## config.mk

```make
export PLATFORM = sky130hd
export DESIGN_NAME = ff_bank_arbiter
export DESIGN_NICKNAME = d
export VERILOG_FILES = /design/src/rtl/ff_bank_pkg.sv /design/src/rtl/rr_priority_pick.sv /design/src/rtl/ff_bank_arbiter.sv
export SDC_FILE = /design/constraint.sdc
export NUM_CORES = 1
export LEC_CHECK = 0
export BUFFER_PORTS_ARGS = -buffer_cell sky130_fd_sc_hd__buf_4
export CAP_MARGIN = 15
export CORE_MARGIN = 1.5
export CORE_UTILIZATION = 46
export DETAILED_ROUTE_END_ITERATION = 10
export GPL_ROUTABILITY_DRIVEN = 0
export GPL_TIMING_DRIVEN = 0
export PLACE_DENSITY = 0.88
export SETUP_SLACK_MARGIN = 0.05
export SLEW_MARGIN = 0
export SYNTH_ARGS = -nofsm -noshare
export SYNTH_HDL_FRONTEND = slang
export SYNTH_SLANG_ARGS = --single-unit
export TNS_END_PERCENT = 1
```

## constraint.sdc

```tcl
create_clock -name clk -period 2.05 [get_ports clk]
set_input_delay 0.3075 -clock clk [delete_from_list [all_inputs] [get_ports clk]]
set_output_delay 0.3075 -clock clk [all_outputs]
set_load 0.005 [all_outputs]
```

## src/rtl/ff_bank_pkg.sv

```systemverilog
// ============================================================================
// Package     : ff_bank_pkg
// Description : Shared definitions for the flip-flop bank arbiter: FSM
//               state encoding, default sizing constants and the
//               rotating-index helper used by the priority picker.
// Revision    : 1.0 - initial release
// ============================================================================
`default_nettype none

package ff_bank_pkg;

  // Default sizing; the arbiter and picker parameters take these values
  // unless overridden at instantiation.
  localparam int c_NUM_REQ_DEFAULT     = 4;
  localparam int c_WIDTH_DEFAULT       = 8;
  localparam int c_HOLD_CYCLES_DEFAULT = 2;

  // Arbiter FSM state encoding.
  typedef enum logic [0:0] {
    ST_IDLE = 1'b0,
    ST_HOLD = 1'b1
  } state_t;

  // Returns (base + off) modulo n, assuming base < n and off < n.
  // A single conditional subtract avoids a general modulo operator.
  function automatic int wrap_idx(input int base, input int off, input int n);
    int v_sum;
    v_sum = base + off;
    return (v_sum >= n) ? (v_sum - n) : v_sum;
  endfunction

endpackage

`default_nettype wire

```

## src/rtl/rr_priority_pick.sv

```systemverilog
// ============================================================================
// Module      : rr_priority_pick
// Description : Combinational rotating-priority selector. Finds the first
//               asserted request starting at the round-robin pointer and
//               moving upwards, wrapping from NUM_REQ-1 to 0.
// Ports       : i_req     - per-requester request vector
//               i_rr_ptr  - index holding highest priority this transaction
//               o_sel     - index of the selected requester (0 if none)
//               o_any_req - at least one request bit is set
// Revision    : 1.0 - initial release
// ============================================================================
`default_nettype none

module rr_priority_pick
  import ff_bank_pkg::*;
#(
  parameter int NUM_REQ = c_NUM_REQ_DEFAULT,
  parameter int IDX_W   = $clog2(NUM_REQ)
) (
  input  logic [NUM_REQ-1:0] i_req,
  input  logic [IDX_W-1:0]   i_rr_ptr,
  output logic [IDX_W-1:0]   o_sel,
  output logic               o_any_req
);

  logic [IDX_W-1:0] w_sel;
  logic             w_found;

  // Walk the offsets in priority order; the first hit latches w_found so
  // later (lower-priority) hits are ignored.
  always_comb begin
    w_sel   = '0;
    w_found = 1'b0;
    for (int k = 0; k < NUM_REQ; k++) begin
      if (!w_found && i_req[wrap_idx(int'(i_rr_ptr), k, NUM_REQ)]) begin
        w_found = 1'b1;
        w_sel   = IDX_W'(wrap_idx(int'(i_rr_ptr), k, NUM_REQ));
      end
    end
  end

  assign o_sel     = w_sel;
  assign o_any_req = |i_req;

endmodule

`default_nettype wire

```

## src/rtl/ff_bank_arbiter.sv

```systemverilog
// ============================================================================
// Module      : ff_bank_arbiter
// Description : Round-robin write controller for one shared WIDTH-bit
//               flip-flop bank. One requester is granted per transaction;
//               its data is loaded into the bank and acknowledged with a
//               single-cycle one-hot grant. After each write the bank can be
//               held stable for HOLD_CYCLES cycles before the next grant.
// Ports       : clk       - rising-edge clock
//               reset     - synchronous reset, active low
//               i_req     - level requests, held until granted
//               i_wdata   - packed write data, requester i at [i*WIDTH +: WIDTH]
//               o_gnt     - registered one-hot grant/ack pulse
//               o_q       - shared register contents
//               o_q_owner - index of the requester that last wrote o_q
//               o_q_valid - o_q has been written since reset
//               o_busy    - hold window active, no grant possible
// Revision    : 1.0 - initial release
// ============================================================================
`default_nettype none

module ff_bank_arbiter
  import ff_bank_pkg::*;
#(
  parameter int NUM_REQ     = c_NUM_REQ_DEFAULT,
  parameter int WIDTH       = c_WIDTH_DEFAULT,
  parameter int HOLD_CYCLES = c_HOLD_CYCLES_DEFAULT,
  parameter int IDX_W       = $clog2(NUM_REQ)
) (
  input  logic                     clk,
  input  logic                     reset,
  input  logic [NUM_REQ-1:0]       i_req,
  input  logic [NUM_REQ*WIDTH-1:0] i_wdata,
  output logic [NUM_REQ-1:0]       o_gnt,
  output logic [WIDTH-1:0]         o_q,
  output logic [IDX_W-1:0]         o_q_owner,
  output logic                     o_q_valid,
  output logic                     o_busy
);

  // Counter preload for the hold window. With HOLD_CYCLES=0 the HOLD state
  // is never entered, so the value is irrelevant and clamped to zero.
  localparam logic [3:0]         c_HOLD_LOAD = (HOLD_CYCLES > 0) ? 4'(HOLD_CYCLES - 1) : 4'd0;
  localparam logic [IDX_W-1:0]   c_LAST_IDX  = IDX_W'(NUM_REQ - 1);
  localparam logic [NUM_REQ-1:0] c_GNT_ONE   = NUM_REQ'(1);

  state_t               r_state;
  logic [3:0]           r_hold_cnt;
  logic [IDX_W-1:0]     r_rr_ptr;
  logic [NUM_REQ-1:0]   r_gnt;
  logic [WIDTH-1:0]     r_q;        // the shared d_ff bank
  logic [IDX_W-1:0]     r_q_owner;
  logic                 r_q_valid;
  logic                 r_busy;

  logic [IDX_W-1:0]     w_sel;
  logic                 w_any_req;
  logic [IDX_W-1:0]     w_ptr_next;

  rr_priority_pick #(
    .NUM_REQ (NUM_REQ),
    .IDX_W   (IDX_W)
  ) u_pick (
    .i_req     (i_req),
    .i_rr_ptr  (r_rr_ptr),
    .o_sel     (w_sel),
    .o_any_req (w_any_req)
  );

  // The winner gets lowest priority next time; explicit wrap keeps this
  // correct when NUM_REQ is not a power of two.
  assign w_ptr_next = (w_sel == c_LAST_IDX) ? '0 : (w_sel + 1'b1);

  always_ff @(posedge clk) begin
    if (!reset) begin
      r_state    <= ST_IDLE;
      r_hold_cnt <= '0;
      r_rr_ptr   <= '0;
      r_gnt      <= '0;
      r_q        <= '0;
      r_q_owner  <= '0;
      r_q_valid  <= 1'b0;
      r_busy     <= 1'b0;
    end else begin
      // Grant is a single-cycle pulse unless re-asserted below.
      r_gnt <= '0;
      case (r_state)
        ST_IDLE: begin
          if (w_any_req) begin
            r_q       <= i_wdata[int'(w_sel)*WIDTH +: WIDTH];
            r_gnt     <= c_GNT_ONE << w_sel;
            r_q_owner <= w_sel;
            r_q_valid <= 1'b1;
            r_rr_ptr  <= w_ptr_next;
            // busy rises together with the grant so it covers exactly
            // HOLD_CYCLES cycles starting at the grant cycle.
            if (HOLD_CYCLES > 0) begin
              r_state    <= ST_HOLD;
              r_hold_cnt <= c_HOLD_LOAD;
              r_busy     <= 1'b1;
            end
          end
        end
        ST_HOLD: begin
          if (r_hold_cnt == 4'd0) begin
            r_state <= ST_IDLE;
            r_busy  <= 1'b0;
          end else begin
            r_hold_cnt <= r_hold_cnt - 4'd1;
          end
        end
        default: begin
          r_state <= ST_IDLE;
          r_busy  <= 1'b0;
        end
      endcase
    end
  end

  assign o_gnt     = r_gnt;
  assign o_q       = r_q;
  assign o_q_owner = r_q_owner;
  assign o_q_valid = r_q_valid;
  assign o_busy    = r_busy;

endmodule

`default_nettype wire

```

* After elaboration in Yosys (flattened, before gate mapping)
Cells that the tools add are included.
Storage, ports and cells: word-level logic and storage cells 79, output and inout bits 16, input port bits 38, register bits after elaboration 23
Operators by class: shifts and indexed selects 2, bitwise operators 3, eq/ne operators 4, mux-type cells 33, magnitude comparators 8, reductions and logical operators 12, add/subtract/negate cells 9
Operators with widths (count):
- $lt 32x4->1 const B | 4
- $mux 32 | 4
- $ge 32x4->1 const B | 3
- $sub 32x4->32 const B | 3
- $shiftx 32x6->8 | 1
- $mux 1 | 15
- $mux 2 | 5
- $bmux 1 s2 | 4
- $mux 4 | 2
- $pmux 4 s2 | 1
- $add 2x2->3 const B | 2
- $reduce_and 2->1 | 3
- $logic_not 4->1 | 1
- $ne 2x1->1 const B | 2
- $pmux 1 s2 | 2
- $reduce_or 4->1 | 1
- $shl 1x2->4 const A | 1
- $sub 2x3->4 const B | 1
- $sub 4x1->4 const B | 1
- $add 2x1->3 const B | 1
- $ge 2x3->1 const B | 1
- $logic_and 1x1->1 | 3
- $logic_not 1->1 | 3
- $not 1->1 | 3
- 4 further kinds | 4

* Logic depth before layout (Yosys ltp)
Gate-level depths: netlist (run 1).
depth after elaboration 17, mapped depth 7, gate-level depth less buffers 7

* By module
From an unflattened synthesis (run 1), not the netlist that was laid out.
Unflattened totals: cell total of the unflattened synthesis 124, area, all modules 1132.3 um^2
Modules (own cells, without submodules):
- ff_bank_arbiter | cells an instance 109, times used 1, area an instance 1054.8 um^2, seq. area each 460.4 um^2
- rr_priority_pick | cells an instance 15, times used 1, area an instance 77.6 um^2, seq. area each 0.0 um^2

* Worst setup path after synthesis (run 1)
OpenSTA, ideal clock, no wires.
path kind register -> register, start point register r_rr_ptr[1], end point register r_q[0] (netlist: o_q[0]), data arrival time 1.501 ns, setup slack 0.404 ns, setup time 0.145 ns, clock period less this slack 1.646 ns, path buffers 2, data required time 1.905 ns, stages on the path, launching flop included 8, cell sequence dfxtp_1 -> mux2i_1 -> nor2_1 -> or3_1 -> buf_6 -> buf_6 -> mux2i_1 -> o221ai_1
Between the ends: longest elaborated chain between the ends 16, elaborated cells between the ends (all ways) 41, those cells by class 7 x add/sub; 4 x order compare; 1 x shift; 23 x mux; 6 x reduce/logical
Ends and longest elaborated chain:
- from (decl) | line ff_bank_arbiter.sv:48 | logic [IDX_W-1:0] r_rr_ptr;
- from (signal assigned) | line ff_bank_arbiter.sv:93 | r_rr_ptr <= w_ptr_next;
- parallel branches: the longest is 14 deep, another holds $sub 32x4->32
- $mux 2 * | line rr_priority_pick.sv:35 | if (!w_found && i_req[wrap_idx(int'(i_rr_ptr), k, NUM_REQ)]) begin
- $shiftx 32x6->8 * | line ff_bank_arbiter.sv:89 | r_q <= i_wdata[int'(w_sel)*WIDTH +: WIDTH];
- to (signal assigned) | line ff_bank_arbiter.sv:89
- to (decl) | line ff_bank_arbiter.sv:50 | logic [WIDTH-1:0] r_q;
Every way passes the cells marked *. The select of a mux whose other input is x is not followed. A chain may end at the register's enable or synchronous reset.

* Worst setup path after layout (run 1)
start point register r_rr_ptr[1], end point register r_q[4] (netlist: o_q[4])
The elaborated chain is that of the path after synthesis.

==> metrics.md, run 1 <==
| Metric | Value |
|---|---|
| Status | `finished clean` |
| CP max-delay cell | `dfxtp_1` |
| Period utilisation layout | `0.883` |
| Post-Syn Area | `0.00119 mm2` |
| Count leader, synth | `dfxtp_1` |
| DRC | `0` |
| Peak VDD IR | `between 0.5 and 0.6 mV` |
| Register area share after synthesis | `0.388` |
| Share of flip-flops with an asynchronous set or reset | `0` |
| Top cells by area, synth | `dfxtp_1 39%, mux2i_1 11%, nand3_1 4.6%, o211ai_1 3.8%, nor4b_1 3.7%` |
| Pwr Density | `just under 700 mW/mm2` |
| Max Transition Viols Final | `0` |
| Setup TNS | `0 ps` |
| Postcts setup bufs | `0` |
| Max-Cap Viols | `0` |
| Layout area overhead | `39.0%` |
| Largest net degree at the start of global routing | `14` |
| DPL Wire Length | `2210 um` |
| CTS sink cnt | `23` |
| Buffers on Ports | `53` |
| Final Cell Area | `about 0.0016 mm2` |
| Critical Path Sink Type | `flop` |
| Worst path top cell family by delay | `simple AND/OR/NAND/NOR gates` |
| Top cell type's share of synthesized area | `0.388` |
| Synth Area per Inst | `9.05 um2` |
| CP Launch Type | `flop` |
| Mapped Nets | `171` |
| DR WL/cell | `13.0 um` |
| CTS tree | `yes` |
| Worst hold margin | `around 290 ps` |
| Initial antenna violation count | `0` |
| RSZ-0062 raised after global routing | `no` |
| Predominant post-synthesis flop cell | `dfxtp_1` |
| Final min period | `roughly 1800 ps` |
| Final Util | `0.672` |
| Synthesized instance count | `131` |
| Worst-margin pin slew | `803 ps` |
| Total number of vias | `1200` |
| Endpoints failing hold | `0` |
| Core ar. | `0.00245 mm2` |
| Layout Skew | `slightly above 6 ps` |
| Largest area contributor in the netlist | `dfxtp_1` |
| CTS buffer count | `3` |
| HP Class | `primary input to flop` |
| Fmax | `~550 MHz` |
| Final nets | `229` |
| Fill cell count | `194` |
| H-tree depth | `1` |
| First-pass GRT wire length | `between 4000 and 5000 um` |
| Initial cell density of the core | `0.483` |
| CP max stage delay | `roughly 420 ps` |
| Vias in the first global route | `1127` |
| Cell Chain, Critical Path | `mux2i_1, nor2_1, or3_1, buf_6, buf_6, mux2i_1, o211ai_1` |
| I/O pin count | `54` |
| Netlist cell types | `32` |
| Final wirelength | `2830 um` |
| CTS root buf | `clkbuf_4` |
| CTS Hold Buffers Added | `0` |
| Clk pin slew, worst setup/hold paths | `120 ps` |
| Warnings from Yosys | `0` |
| Worst path arrival time | `2000 ps` |
| Number of vias per cell | `5.50` |
| Die width | `approximately 54 um` |
| Resized Gates After CTS | `0` |
| Full die area | `between 0.002 and 0.003 mm2` |
| Max Buffers Root-to-Sink | `2` |
| FP Rows | `18` |
| Synth Register Bits | `23` |
| Layout cells sized above 1 | `0.330` |
| Worst-skew pair later-pin latency | `310 ps` |
| Final setup fails | `0` |
| Leakage power | `0.000769 uW` |
| Number of enable flip-flop cells after synthesis | `0` |
| Setup Crit Path Kind | `flop to flop` |
| Antenna diodes | `0` |
| Die Ht | `53.8 um` |
| Most common library cells after synthesis | `23 x dfxtp_1, 13 x mux2i_1, 11 x nand3_1, 9 x nor2_1, 7 x nand2_1` |
| Worst rel slew slack | `0.462` |
| Total gr overflow | `0` |
| Final ANT Viol Nets | `0` |
| Worst Path Buf+Inv | `2` |
| WP data required | `2240 ps` |
| Global Route Usage Sum | `0.217` |
| Worst-path maximum fanout | `10` |
| Initial drt markers | `27` |
| Placed Area | `0.00162 mm2` |
| DR pass1 iterations | `5` |
[worst reg2reg max path, cell delays in order, from the launching register on]
cell	delay, ps
dfxtp_1	420
mux2i_1	200
nor2_1	80
or3_1	400
buf_6	150
buf_6	150
mux2i_1	200
o211ai_1	100
[stage by stage]
step / cells / power [uW] / setup WS [ps]
2_1_floorplan: 131 / 771 / 404
3_3_place_gp: 214 / 923 / 171
3_5_place_dp: 214 / 940 / 94.1
4_1_cts: 218 / 1150 / 229
5_1_grt: 218 / 1210 / 110
6_report: 218 / 1140 / 239
[kinds of logic after synthesis]
family          share of synthesized area
flops                               0.388
xor+xnor                           0.0148
compound gates                      0.213
mux                                 0.110
buf+inv                            0.0548
simple gates                        0.198
fa+ha+maj                          0.0211
[area by class of cell]
cell class	count	area, um2	share of cell area
multi-input cells	95	661	0.401
clock inverters	1	5.00	0.00303
clock buffers	3	22.5	0.0137
well taps	30	37.5	0.0228
flip-flops and latches	23	460	0.279
inverters	4	15.0	0.00910
repair buffers	53	398	0.241
plain buffers	9	50.0	0.0303
[report_power, final]
| part | total (uW) | internal (uW) | switching [uW] |
|---|---|---|---|
| logic | 394 | 214 | 179 |
| clock network | 211 | 73.0 | 138 |
| registers | 537 | 503 | 33.7 |
[cell usage in the layout (no fill, tap or decap), types with 2 or more instances in the layout]
cell type and n:
buf_4 53, dfxtp_1 23, mux2i_1 13, nand3_1 11, nor2_1 9, nand2_1 7, clkbuf_1 6, o211ai_1 6
nor4b_1 5, o31a_1 5, o21bai_1 5, inv_1 4, a21oi_1 4, o221ai_1 3, o21a_1 3, a21boi_0 3
clkbuf_4 3, nor4_1 2, nor2b_1 2, nand2b_1 2, buf_6 2, xnor2_1 2, o21ai_0 2, ha_1 2
[flip-flops by register name (all words and copies together) (netlist names)]
signal	count
o_busy	1
o_q_owner	2
r_hold_cnt	4
r_rr_ptr	2
o_q	8
r_state	1
o_q_valid	1
o_gnt	4
[layer usage]
metal	wire length (um)	track usage	share of wire	vias up
met4	43	0.115	0.015	0
met3	255	0.0667	0.090	6
met2	1350	0.356	0.48	62
li1	-	-	-	595
met1	1180	0.251	0.42	537
met5	0	0	0	-
[worst paths after layout]
| check | startpoint | to | slack (ps) | cells after the start |
|---|---|---|---|---|
| min reg2reg | o_q_owner[0] | o_q_owner[0] | 470 | 2 |
| min | i_wdata[29] | o_q[5] | 290 | 3 |
| max reg2reg | r_rr_ptr[1] | o_q[4] | 240 | 7 |
| max | r_rr_ptr[1] | o_q[4] | 240 | 7 |
(Power assumes the default switching activity.)
==> run 2: changes to the inputs <==
CORE_UTILIZATION = 40   (was 46)
PLACE_DENSITY = 0.79   (was 0.88)
RECOVER_POWER = 100   (was unset)
==> metrics.md, run 2 (same netlist as run 1, synthesis figures left out) <==
| Metric | Value |
|---|---|
| Status | `finished clean (unchanged)` |
| DR pass1 iterations | `4 (was 5)` |
| Total gr overflow | `0 (unchanged)` |
| Placed Area | `0.00162 mm2 (about the same)` |
| Final min period | `1850 ps (was 1810 ps)` |
| Setup Crit Path Kind | `flop to flop (unchanged)` |
| Postcts setup bufs | `0 (unchanged)` |
| Layout cells sized above 1 | `0.303 (was 0.330)` |
| H-tree depth | `1 (unchanged)` |
| Critical Path Sink Type | `flop (unchanged)` |
| CTS buffer count | `3 (unchanged)` |
| Die Ht | `57.5 um (was 53.8 um)` |
| Max Buffers Root-to-Sink | `2 (unchanged)` |
| First-pass GRT wire length | `4730 um (was 4530 um)` |
| Initial cell density of the core | `0.426 (was 0.483)` |
| Worst path arrival time | `2010 ps (was 2000 ps)` |
| Leakage power | `0.000742 uW (was 0.000769 uW)` |
| CTS tree | `yes (unchanged)` |
| Max-Cap Viols | `0 (unchanged)` |
| Setup TNS | `0 ps (unchanged)` |
| CTS Hold Buffers Added | `0 (unchanged)` |
| Initial drt markers | `33 (was 27)` |
| Total number of vias | `1212 (was 1200)` |
| Most common cell after layout, fill and taps aside | `buf_4 (unchanged)` |
| Layout Skew | `4.81 ps (was 6.23 ps)` |
| Commonest cells after routing, fill and taps aside | `37 x buf_4, 23 x dfxtp_1, 15 x clkbuf_4, 13 x mux2i_1, 11 x nand3_1 (was 53 x buf_4, 23 x dfxtp_1, 13 x mux2i_1, 11 x nand3_1, 9 x nor2_1)` |
| WP data required | `2210 ps (was 2240 ps)` |
| Comb power frac | `0.337 (was 0.345)` |
| Resized Gates After CTS | `0 (unchanged)` |
| Vias in the first global route | `1072 (was 1127)` |
| CTS root buf | `clkbuf_4 (unchanged)` |
| DRC | `0 (unchanged)` |
| Fmax | `542 MHz (was 552 MHz)` |
| Final Cell Area | `0.00163 mm2 (was 0.00165 mm2)` |
| Final nets | `229 (unchanged)` |
| Initial antenna violation count | `0 (unchanged)` |
| Endpoints failing hold | `0 (unchanged)` |
| CTS sink cnt | `23 (unchanged)` |
| Layout area overhead | `37.2% (was 39.0%)` |
| Max Transition Viols Final | `0 (unchanged)` |
| RSZ-0062 raised after global routing | `no (unchanged)` |
| Net Sw Power | `343 uW (was 351 uW)` |
| Seq pwr share | `0.478 (was 0.470)` |
| Worst rel slew slack | `0.409 (was 0.462)` |
| DPL Wire Length | `2340 um (was 2210 um)` |
| Largest net degree at the start of global routing | `13 (was 14)` |
| Clock network fraction of total power | `0.185 (about the same)` |
| Worst-skew pair later-pin latency | `300 ps (was 310 ps)` |
| Max reg flops | `8 (unchanged)` |
| Internal Pwr Total | `777 uW (was 790 uW)` |
| Final setup fails | `0 (unchanged)` |
| I/O pin count | `54 (unchanged)` |
| Core ar. | `0.00278 mm2 (was 0.00245 mm2)` |
| Number of vias per cell | `5.53 (was 5.50)` |
| Full die area | `0.00330 mm2 (was 0.00289 mm2)` |
| CP Launch Type | `flop (unchanged)` |
| Peak VDD IR | `0.491 mV (was 0.540 mV)` |
| DR WL/cell | `13.4 um (was 13.0 um)` |
| Antenna diodes | `0 (unchanged)` |
| Global Route Usage Sum | `0.182 (was 0.217)` |
| Pwr Density | `688 mW/mm2 (was 692 mW/mm2)` |
| FP Rows | `19 (was 18)` |
| Period utilisation layout | `0.901 (was 0.883)` |
| Buffers on Ports | `53 (unchanged)` |
| Final wirelength | `2940 um (was 2830 um)` |
| Worst-path maximum fanout | `10 (unchanged)` |
| Die width | `57.5 um (was 53.8 um)` |
| Switch share | `0.306 (was 0.307)` |
| Clk pin slew, worst setup/hold paths | `130 ps (was 120 ps)` |
| Worst-margin pin slew | `882 ps (was 803 ps)` |
| Final ANT Viol Nets | `0 (unchanged)` |
| HP Class | `primary input to flop (unchanged)` |
==> run 2: cell types whose count changed in the layout (fill, tap and decap cells not counted), sizes merged <==
cell,delta
clkinv,-1
clkbuf,+17
buf,-16
==> run 2: cell type report <==
class | count | area, um2
Multi-Input combinational cell | 95 | 661
Timing Repair Buffer | 53 | 383
Tap cell | 31 | 38.8
Buffer | 9 | 43.8
Fill cell | 255 | 1150
Sequential cell | 23 | 460
Clock buffer | 4 | 26.3
Inverter | 4 | 15.0
==> run 2: metal layers <==
metal,part of all wire,vias up,track usage
met1,0.42,564,0.214
met3,0.076,2,0.0590
li1,-,600,-
met2,0.50,46,0.318
met4,0.0034,0,0.0432
met5,0,-,0
==> run 2: per-stage QoR <==
step                       util  total power (uW)  cells  worst slack, ps  hold WS [ps]
after floorplan               -               771    131              404           460
after global placement    0.583               927    215              147           451
after detailed placement  0.583               942    215              101           465
after CTS                 0.593              1140    219              236           301
after global routing      0.585              1190    219             54.1           307
final                     0.585              1120    219              203           302
==> run 2: critical path, cell delays in order (launching register included) <==
cell,delay [ps]
dfxtp_1,430
mux2i_1,200
nor2_1,70
or3_1,380
clkbuf_2,170
buf_6,170
mux2i_1,150
o221ai_1,130
==> run 2: final timing paths <==
check / endpoint / slack, ps / start / depth (start not counted)
max: o_q[0] / 200 / r_rr_ptr[1] / 7
min reg2reg: o_q_owner[0] / 480 / o_q_owner[0] / 2
min: o_q[6] / 300 / i_wdata[30] / 3
max reg2reg: o_q[0] / 200 / r_rr_ptr[1] / 7
==> run 2: power groups by stage <==
stage / Combinational (uW) / Clock (uW) / Sequential (uW)
3_5_place_dp: 396 / 0 / 547
2_1_floorplan: 226 / 0 / 545
4_1_cts: 396 / 209 / 537
3_3_place_gp: 384 / 0 / 543
6_report: 377 / 207 / 536
5_1_grt: 416 / 231 / 541
==> run 3: changes to the inputs <==
CTS_BUF_LIST = sky130_fd_sc_hd__clkbuf_16   (was unset)
SKIP_LAST_GASP = 1   (was unset)
clock period = 2.3 ns   (was 2.05 ns; I/O delays follow)
==> metrics.md, run 3 (same netlist as run 1, synthesis figures left out) <==
| Metric | Value |
|---|---|
| Max Buffers Root-to-Sink | `2 (unchanged)` |
| WP data required | `2400 ps (was 2210 ps)` |
| Worst-margin pin slew | `882 ps (about the same)` |
| Clk pin slew, worst setup/hold paths | `60 ps (was 130 ps)` |
| Worst rel slew slack | `0.409 (about the same)` |
| CTS tree | `yes (unchanged)` |
| Post-route setup slack | `416 ps (was 203 ps)` |
| DPL Wire Length | `2340 um (unchanged)` |
| Die Ht | `57.5 um (unchanged)` |
| CTS sink cnt | `23 (unchanged)` |
| Initial drt markers | `30 (was 33)` |
| Resized Gates After CTS | `0 (unchanged)` |
| Worst setup startpoint | `r_rr_ptr[1] (unchanged)` |
| Worst-path maximum fanout | `10 (unchanged)` |
| Worst-skew pair later-pin latency | `250 ps (was 300 ps)` |
| Fmax | `531 MHz (was 542 MHz)` |
| CTS root buf | `clkbuf_16 (was clkbuf_4)` |
| Worst path arrival time | `1980 ps (was 2010 ps)` |
| FP Rows | `19 (unchanged)` |
| Setup Crit Path Kind | `flop to flop (unchanged)` |
| Period utilisation layout | `0.819 (was 0.901)` |
| Layout Skew | `0.824 ps (was 4.81 ps)` |
| Critical Path Sink Type | `flop (unchanged)` |
| Total gr overflow | `0 (unchanged)` |
| Die width | `57.5 um (unchanged)` |
| Pwr Density | `705 mW/mm2 (was 688 mW/mm2)` |
| I/O pin count | `54 (unchanged)` |
| Buffers on Ports | `53 (unchanged)` |
| RSZ-0062 raised after global routing | `no (unchanged)` |
| Most common cell after layout, fill and taps aside | `buf_4 (unchanged)` |
| Global Route Usage Sum | `0.186 (was 0.182)` |
| Final setup fails | `0 (unchanged)` |
| Min-Delay Startpoint | `i_wdata[22] (was i_wdata[30])` |
| DR WL/cell | `13.6 um (was 13.4 um)` |
| Final ANT Viol Nets | `0 (unchanged)` |
| Layout area overhead | `41.5% (was 37.2%)` |
| Placement Setup Slack | `313 ps (was 101 ps)` |
| Full die area | `0.00330 mm2 (unchanged)` |
| First-pass GRT wire length | `4800 um (was 4730 um)` |
| FF-to-FF Start | `r_rr_ptr[1] (unchanged)` |
| Number of vias per cell | `5.53 (about the same)` |
| HP Class | `primary input to flop (unchanged)` |
| Final wirelength | `2990 um (was 2940 um)` |
| Max Transition Viols Final | `0 (unchanged)` |
| Commonest cells after routing, fill and taps aside | `36 x buf_4, 23 x dfxtp_1, 13 x mux2i_1, 13 x clkbuf_4 (was 37 x buf_4, 23 x dfxtp_1, 15 x clkbuf_4, 13 x mux2i_1, 11 x nand3_1)` |
| Vias in the first global route | `1091 (was 1072)` |
| Largest net degree at the start of global routing | `13 (unchanged)` |
| Core ar. | `0.00278 mm2 (unchanged)` |
| CTS buffer count | `3 (unchanged)` |
| Total power | `1180 uW (was 1120 uW)` |
| Endpoints failing hold | `0 (unchanged)` |
| Total number of vias | `1210 (was 1212)` |
| Initial antenna violation count | `0 (unchanged)` |
| H-tree depth | `1 (unchanged)` |
| Final nets | `229 (unchanged)` |
| Initial cell density of the core | `0.426 (unchanged)` |
| DRC | `0 (unchanged)` |
| Max reg flops | `8 (unchanged)` |
| Max-Cap Viols | `0 (unchanged)` |
| CTS Hold Buffers Added | `0 (unchanged)` |
| Status | `finished clean (unchanged)` |
| CP Launch Type | `flop (unchanged)` |
| Final min period | `1880 ps (was 1850 ps)` |
| Peak VDD IR | `0.516 mV (was 0.491 mV)` |
| Postcts setup bufs | `0 (unchanged)` |
| Layout cells sized above 1 | `0.293 (was 0.303)` |
| Leakage power | `0.000763 uW (was 0.000742 uW)` |
| DR pass1 iterations | `4 (unchanged)` |
| Antenna diodes | `0 (unchanged)` |
| Setup TNS | `0 ps (unchanged)` |
-- run 3: cell type report --
cell class | count | area, um2
timing repair buffer | 53 | 383
tap | 31 | 38.8
inverter | 4 | 15.0
multi-input combinational | 95 | 661
buffer | 9 | 41.3
fill | 250 | 1100
clock inverter | 1 | 3.75
sequential | 23 | 460
clock buffer | 3 | 75.1
-- run 3: worst paths after layout --
kind	cells past startpoint	slack, ps	to
min	3	400	o_q[6]
min reg2reg	2	470	o_q_owner[1]
max	7	420	o_q[0]
max reg2reg	7	420	o_q[0]
-- run 3: critical path: stages (launching register included) --
cell      delay (ps)
dfxtp_1          410
mux2i_1          210
nor2_1            80
or3_1            370
clkbuf_1         190
buf_6            190
mux2i_1          150
o221ai_1         130
-- run 3: through the flow --
stage	utilization	instance area, um2	hold WS (ps)	instances
after detailed placement	0.583	1620	465	215
after floorplan	-	1190	460	131
after global placement	0.583	1620	451	215
after CTS	0.612	1700	401	219
after global routing	0.603	1680	419	219
final	0.603	1680	396	219
-- run 3: where the power goes --
group,internal (uW),switching [uW]
registers,449,30.0
logic,177,160
clock network,232,135
total,857,325
-- run 3: metal layers --
layer  GRT usage  part of all wire
met5           0                 0
met4      0.0532            0.0070
met3      0.0635             0.071
met2       0.326              0.50
met1       0.212              0.42
